## config.mk

```make
export PLATFORM = sky130hd
export DESIGN_NAME = echo_req_arbiter
export DESIGN_NICKNAME = d
export VERILOG_FILES = /design/src/rtl/echo_req_arbiter.sv
export SDC_FILE = /design/constraint.sdc
export NUM_CORES = 1
export LEC_CHECK = 0
export CAP_MARGIN = 20
export CELL_PAD_IN_SITES_DETAIL_PLACEMENT = 0
export CELL_PAD_IN_SITES_GLOBAL_PLACEMENT = 2
export CORE_MARGIN = 1
export CORE_UTILIZATION = 10
export CTS_CLUSTER_SIZE = 12
export DETAILED_ROUTE_END_ITERATION = 8
export PLACE_DENSITY = 0.77
export SYNTH_ARGS = -nofsm -noshare
export SYNTH_HDL_FRONTEND = slang
export SYNTH_SLANG_ARGS = --single-unit
```

## constraint.sdc

```tcl
create_clock -name CLK -period 2.69 [get_ports CLK]
set_input_delay 0.538 -clock CLK [delete_from_list [all_inputs] [get_ports CLK]]
set_output_delay 0.538 -clock CLK [all_outputs]
set_load 0.02 [all_outputs]
```

## src/rtl/echo_req_arbiter.sv

```systemverilog
// Round-robin arbiter that shares one Echo request port among NUM_REQ clients and
// steers each in-order indication back to its issuer through a small tag FIFO.
module echo_req_arbiter #(
    parameter int NUM_REQ = 4,
    parameter int IDW     = 2,
    parameter int DEPTH   = 4,
    localparam int CW     = $clog2(DEPTH + 1),
    localparam int PW     = (DEPTH > 1) ? $clog2(DEPTH) : 1
) (
    input  logic                    CLK,
    input  logic                    nRST,
    input  logic [NUM_REQ-1:0]      req_ena,
    input  logic [32*NUM_REQ-1:0]   req_meth,
    input  logic [32*NUM_REQ-1:0]   req_v,
    output logic [NUM_REQ-1:0]      req_rdy,
    output logic                    say_ena,
    output logic [31:0]             say_meth,
    output logic [31:0]             say_v,
    input  logic                    say_rdy,
    input  logic                    heard_ena,
    input  logic [31:0]             heard_meth,
    input  logic [31:0]             heard_v,
    output logic                    heard_rdy,
    output logic [NUM_REQ-1:0]      rsp_ena,
    output logic [31:0]             rsp_meth,
    output logic [31:0]             rsp_v,
    input  logic [NUM_REQ-1:0]      rsp_rdy,
    output logic [CW-1:0]           outstanding,
    output logic                    orphan_err
);

    logic [IDW-1:0] fifo_mem_reg [DEPTH];
    logic [PW-1:0]  rd_ptr_reg, wr_ptr_reg;
    logic [CW-1:0]  count_reg;
    logic [IDW-1:0] rr_ptr_reg;
    logic           orphan_err_reg;

    logic           fifo_empty, fifo_full;
    logic [IDW-1:0] head;
    logic           pop, push, can_issue, any_req;
    logic [IDW-1:0] winner;
    logic [IDW-1:0] rr_ptr_next;

    assign fifo_empty = (count_reg == '0);
    assign fifo_full  = (count_reg == CW'(DEPTH));
    assign head       = fifo_mem_reg[rd_ptr_reg];

    assign heard_rdy  = !fifo_empty & rsp_rdy[head];
    assign pop        = heard_ena & heard_rdy;
    // A full FIFO still accepts a new tag when the head is leaving in the same cycle.
    assign can_issue  = say_rdy & (!fifo_full | pop);
    assign any_req    = |req_ena;
    assign say_ena    = can_issue & any_req;
    assign push       = say_ena;

    // Search downward so the lowest offset from rr_ptr wins.
    always_comb begin
        logic [IDW:0] idx;
        winner = '0;
        idx    = '0;
        for (int k = NUM_REQ - 1; k >= 0; k--) begin
            idx = {1'b0, rr_ptr_reg} + (IDW+1)'(k);
            if (idx >= (IDW+1)'(NUM_REQ))
                idx = idx - (IDW+1)'(NUM_REQ);
            if (req_ena[idx[IDW-1:0]])
                winner = idx[IDW-1:0];
        end
    end

    assign say_meth    = any_req ? req_meth[32*winner +: 32] : '0;
    assign say_v       = any_req ? req_v[32*winner +: 32]    : '0;
    assign rr_ptr_next = (winner == IDW'(NUM_REQ - 1)) ? '0 : winner + 1'b1;

    generate
        for (genvar gi = 0; gi < NUM_REQ; gi++) begin : g_port
            assign req_rdy[gi] = say_ena & (winner == IDW'(gi));
            assign rsp_ena[gi] = heard_ena & !fifo_empty & (head == IDW'(gi));
        end
    endgenerate

    assign rsp_meth    = heard_meth;
    assign rsp_v       = heard_v;
    assign outstanding = count_reg;
    assign orphan_err  = orphan_err_reg;

    always_ff @(posedge CLK) begin
        if (push)
            fifo_mem_reg[wr_ptr_reg] <= winner;
    end

    always_ff @(posedge CLK) begin
        if (!nRST) begin
            rd_ptr_reg     <= '0;
            wr_ptr_reg     <= '0;
            count_reg      <= '0;
            rr_ptr_reg     <= '0;
            orphan_err_reg <= 1'b0;
        end else begin
            if (push) begin
                wr_ptr_reg <= wr_ptr_reg + 1'b1;
                rr_ptr_reg <= rr_ptr_next;
            end
            if (pop)
                rd_ptr_reg <= rd_ptr_reg + 1'b1;
            case ({push, pop})
                2'b10:   count_reg <= count_reg + 1'b1;
                2'b01:   count_reg <= count_reg - 1'b1;
                default: count_reg <= count_reg;
            endcase
            if (heard_ena & fifo_empty)
                orphan_err_reg <= 1'b1;
        end
    end

endmodule

```

==> results.sh <==
export IMPL_critPathSlowestCell="mux4_2"
export IMPL_largest_register_ffs=8
export IMPL_crit_chain="mux4_2, buf_4, mux4_2, and2_4, ha_4, inv_2, fa_2, xor2_1, or3_1, a21oi_1"
export IMPL_ctsLongestPathBuffers=2
export IMPL_worst_slack_ns=-0.143
export IMPL_period_share_pct=105
export IMPL_clock_sinks=20
export IMPL_start_kind="flop"
export IMPL_failed_checks="setup timing"
export IMPL_worstPathMaxFanout=4
export IMPL_yosysUniqueCellTypes=37
export IMPL_grt_pass1_vias=4597
export IMPL_yosysWarnings=0
export IMPL_max_freq_ghz=0.353
export IMPL_fin_nets=1103
export IMPL_rows=67
export IMPL_synth_area_per_cell_um2=8.72
export IMPL_final_common_cell="clkdlybuf4s50_1"
export IMPL_grt_overflow=0
export IMPL_numPortBuffers=345
export IMPL_worst_pin_slew_ns=0.444
export IMPL_synth_edff_count=8
export IMPL_report_final_slew_viol_count=0
export IMPL_drt_initial_drc_count=86
export IMPL_cts_clk_slew_worst_paths_ns=0.06
export IMPL_synth_yosys_seq_area_share_pct=13.9
export IMPL_drive_gt1_share_pct=37.6
export IMPL_grt_pass1_wl_mm=28.4
export IMPL_cp_arrival_ns=3.01
export IMPL_status="finished, violations left"
export IMPL_p_leak_nw=3.83
export IMPL_placed_cells=1150
export IMPL_drt_total_wl_mm=21.4
export IMPL_routabilityCongestion=0.779
export IMPL_cpMostUsedCell="mux4_2"
export IMPL_vdd_drop_max_v=0.000347
export IMPL_cts_buffers=3
export IMPL_cts_tree="built"
export IMPL_cp_slowest_stage_delay_ns=0.58
export IMPL_rsz0062_at_grt="yes"
export IMPL_dp_slack_ns=-0.927
export IMPL_r2r_slack_ns=-0.14
export IMPL_required_ns=2.87
export IMPL_boundaryPins=474
export IMPL_hold_viol_final=0
export IMPL_final_cell_mix="clkdlybuf4s50_1 (267), mux2i_1 (85), buf_4 (63)"
export IMPL_slew_headroom_pct=70.3
export IMPL_root_buffer="clkbuf_16"
export IMPL_syn_area_um2=3440
export IMPL_ctsHoldBuffers=0
export IMPL_ys_ff_latch=20
export IMPL_synth_fp_nets=737
export IMPL_crit_type="reg -> reg"
export IMPL_synthFlopType="dfxtp_1"
export IMPL_h_tree_depth=1
export IMPL_final_setup_viol_count=18
export IMPL_period_minus_slack_ns=2.83
export IMPL_dieArea_um2=35200
export IMPL_die_h_um=188
export IMPL_ant_nets=0
export IMPL_antenna_found_initial=0
export IMPL_drc=0
export IMPL_hpwl_mm=15.8
export IMPL_fin_util_pct=27.4
export IMPL_instances_no_fill=1208
export IMPL_grt_max_degree=20
export IMPL_fin_worst_skew_ns=0.00424
export IMPL_design_area_um2=9220
export IMPL_synthArstFlopShare_pct=0
export IMPL_routedWlPerCell_um=17.7
export IMPL_power_density_nw_per_um2=461
export IMPL_place_area_um2=7390
export IMPL_initial_core_util_pct=10.2
export IMPL_core_area_um2=33700
export IMPL_antenna_diode_count=0
export IMPL_syn_inst=395
export IMPL_min_delay_path_class="reg -> reg"
export IMPL_firstDrtPassIters=4
export IMPL_max_cap_violations=0
export IMPL_vias=4435
export IMPL_die_x_um=188
export IMPL_clock_latency_ns=0.25
export IMPL_grt_usage_pct=10.6
export IMPL_synthToLayoutAreaGrowth_pct=168
export IMPL_critPathCaptureType="flop"
export IMPL_vias_per_cell=3.67
[timing repair]
item	4_1_cts	5_1_grt
resized for setup	380	147
gates cloned	6	11
setup endpoints to repair	75	70
setup buffers	34	17
pin swaps	24	37
[logic make-up after synthesis]
logic type                 synth area share [%]
muxes                                      41.0
buffers and inverters                      19.8
AOI/OAI and AO/OA                          14.0
and+or+nand+nor                            6.61
DFF                                        13.9
adders and majority gates                  3.85
xor gates and xnor gates                  0.763
[report_power, final]
part,switching [mW],total [mW],internal [mW]
Sequential,0.0258,0.393,0.368
Clock,0.111,0.407,0.295
Combinational,1.48,3.45,1.97
Total,1.62,4.25,2.64
[synth_stat cells (2+ instances only)]
cell type  count  area share (%)
mux2i_1      134              39
buf_4         65              14
o22ai_1       65              12
buf_2         17             2.5
dfxtp_1       12             7.0
clkbuf_1      11             1.2
inv_1         11             1.2
and2_1        10             1.8
ha_1           9             3.3
nand2_1        9            0.98
edfxtp_1       8             7.0
nor2_1         6            0.65
a21oi_1        5            0.73
and3_1         2            0.36
and3b_1        2            0.51
buf_6          2            0.65
mux4_2         2             1.3
nor2b_1        2            0.36
o21a_1         2            0.44
o21ai_0        2            0.29
or3_1          2            0.36
xor2_1         2            0.51
[area by class of cell]
type	instances	area (um^2)
fillers	3574	24500
clock buffers	3	75.1
flip-flops and latches	20	485
clock inverters	1	30.0
well taps	448	561
multi-input cells	268	3050
repair buffers	457	4980
inverters	11	43.8
[path summary, 6_finish.rpt]
path	from	to	depth (start not counted)
max reg2reg	flop	outstanding[2]$_SDFFE_PN0P_	10
max	flop	outstanding[2]$_SDFFE_PN0P_	10
min reg2reg	orphan_err$_SDFFE_PN0P_	orphan_err$_SDFFE_PN0P_	2
min	orphan_err$_SDFFE_PN0P_	orphan_err$_SDFFE_PN0P_	2
[metrics by stage]
| step | TNS (ns) | hold slack [ns] | power [mW] |
|---|---|---|---|
| floorplan | -0.0851 | 0.448 | 1.70 |
| global placement | -55.52 | 0.476 | 2.95 |
| detailed placement | -54.25 | 0.480 | 2.97 |
| CTS | -1.72 | 0.495 | 3.78 |
| global route | -4.56 | 0.523 | 4.48 |
| finish | -0.806 | 0.487 | 4.25 |
[critical path, delay by kind of cell (launching register included)]
family / cells / cell delay (ns)
XOR/XNOR: 1 / 0.18
AO/OA/AOI/OAI: 1 / 0.13
flip-flops: 1 / 0.36
AND/OR/NAND/NOR: 2 / 0.48
buffers and inverters: 2 / 0.22
multiplexers: 2 / 0.93
adder cells (fa/ha/maj): 2 / 0.46
[layer usage]
layer	up-vias	global-route usage, %	part of all wire (%)
met4	0	1.78	2.1
li1	2136	-	-
met5	-	0	0
met3	34	2.58	6.6
met1	2044	13.0	42
met2	221	18.8	49
Note: power is estimated with default switching activity, not from simulation.
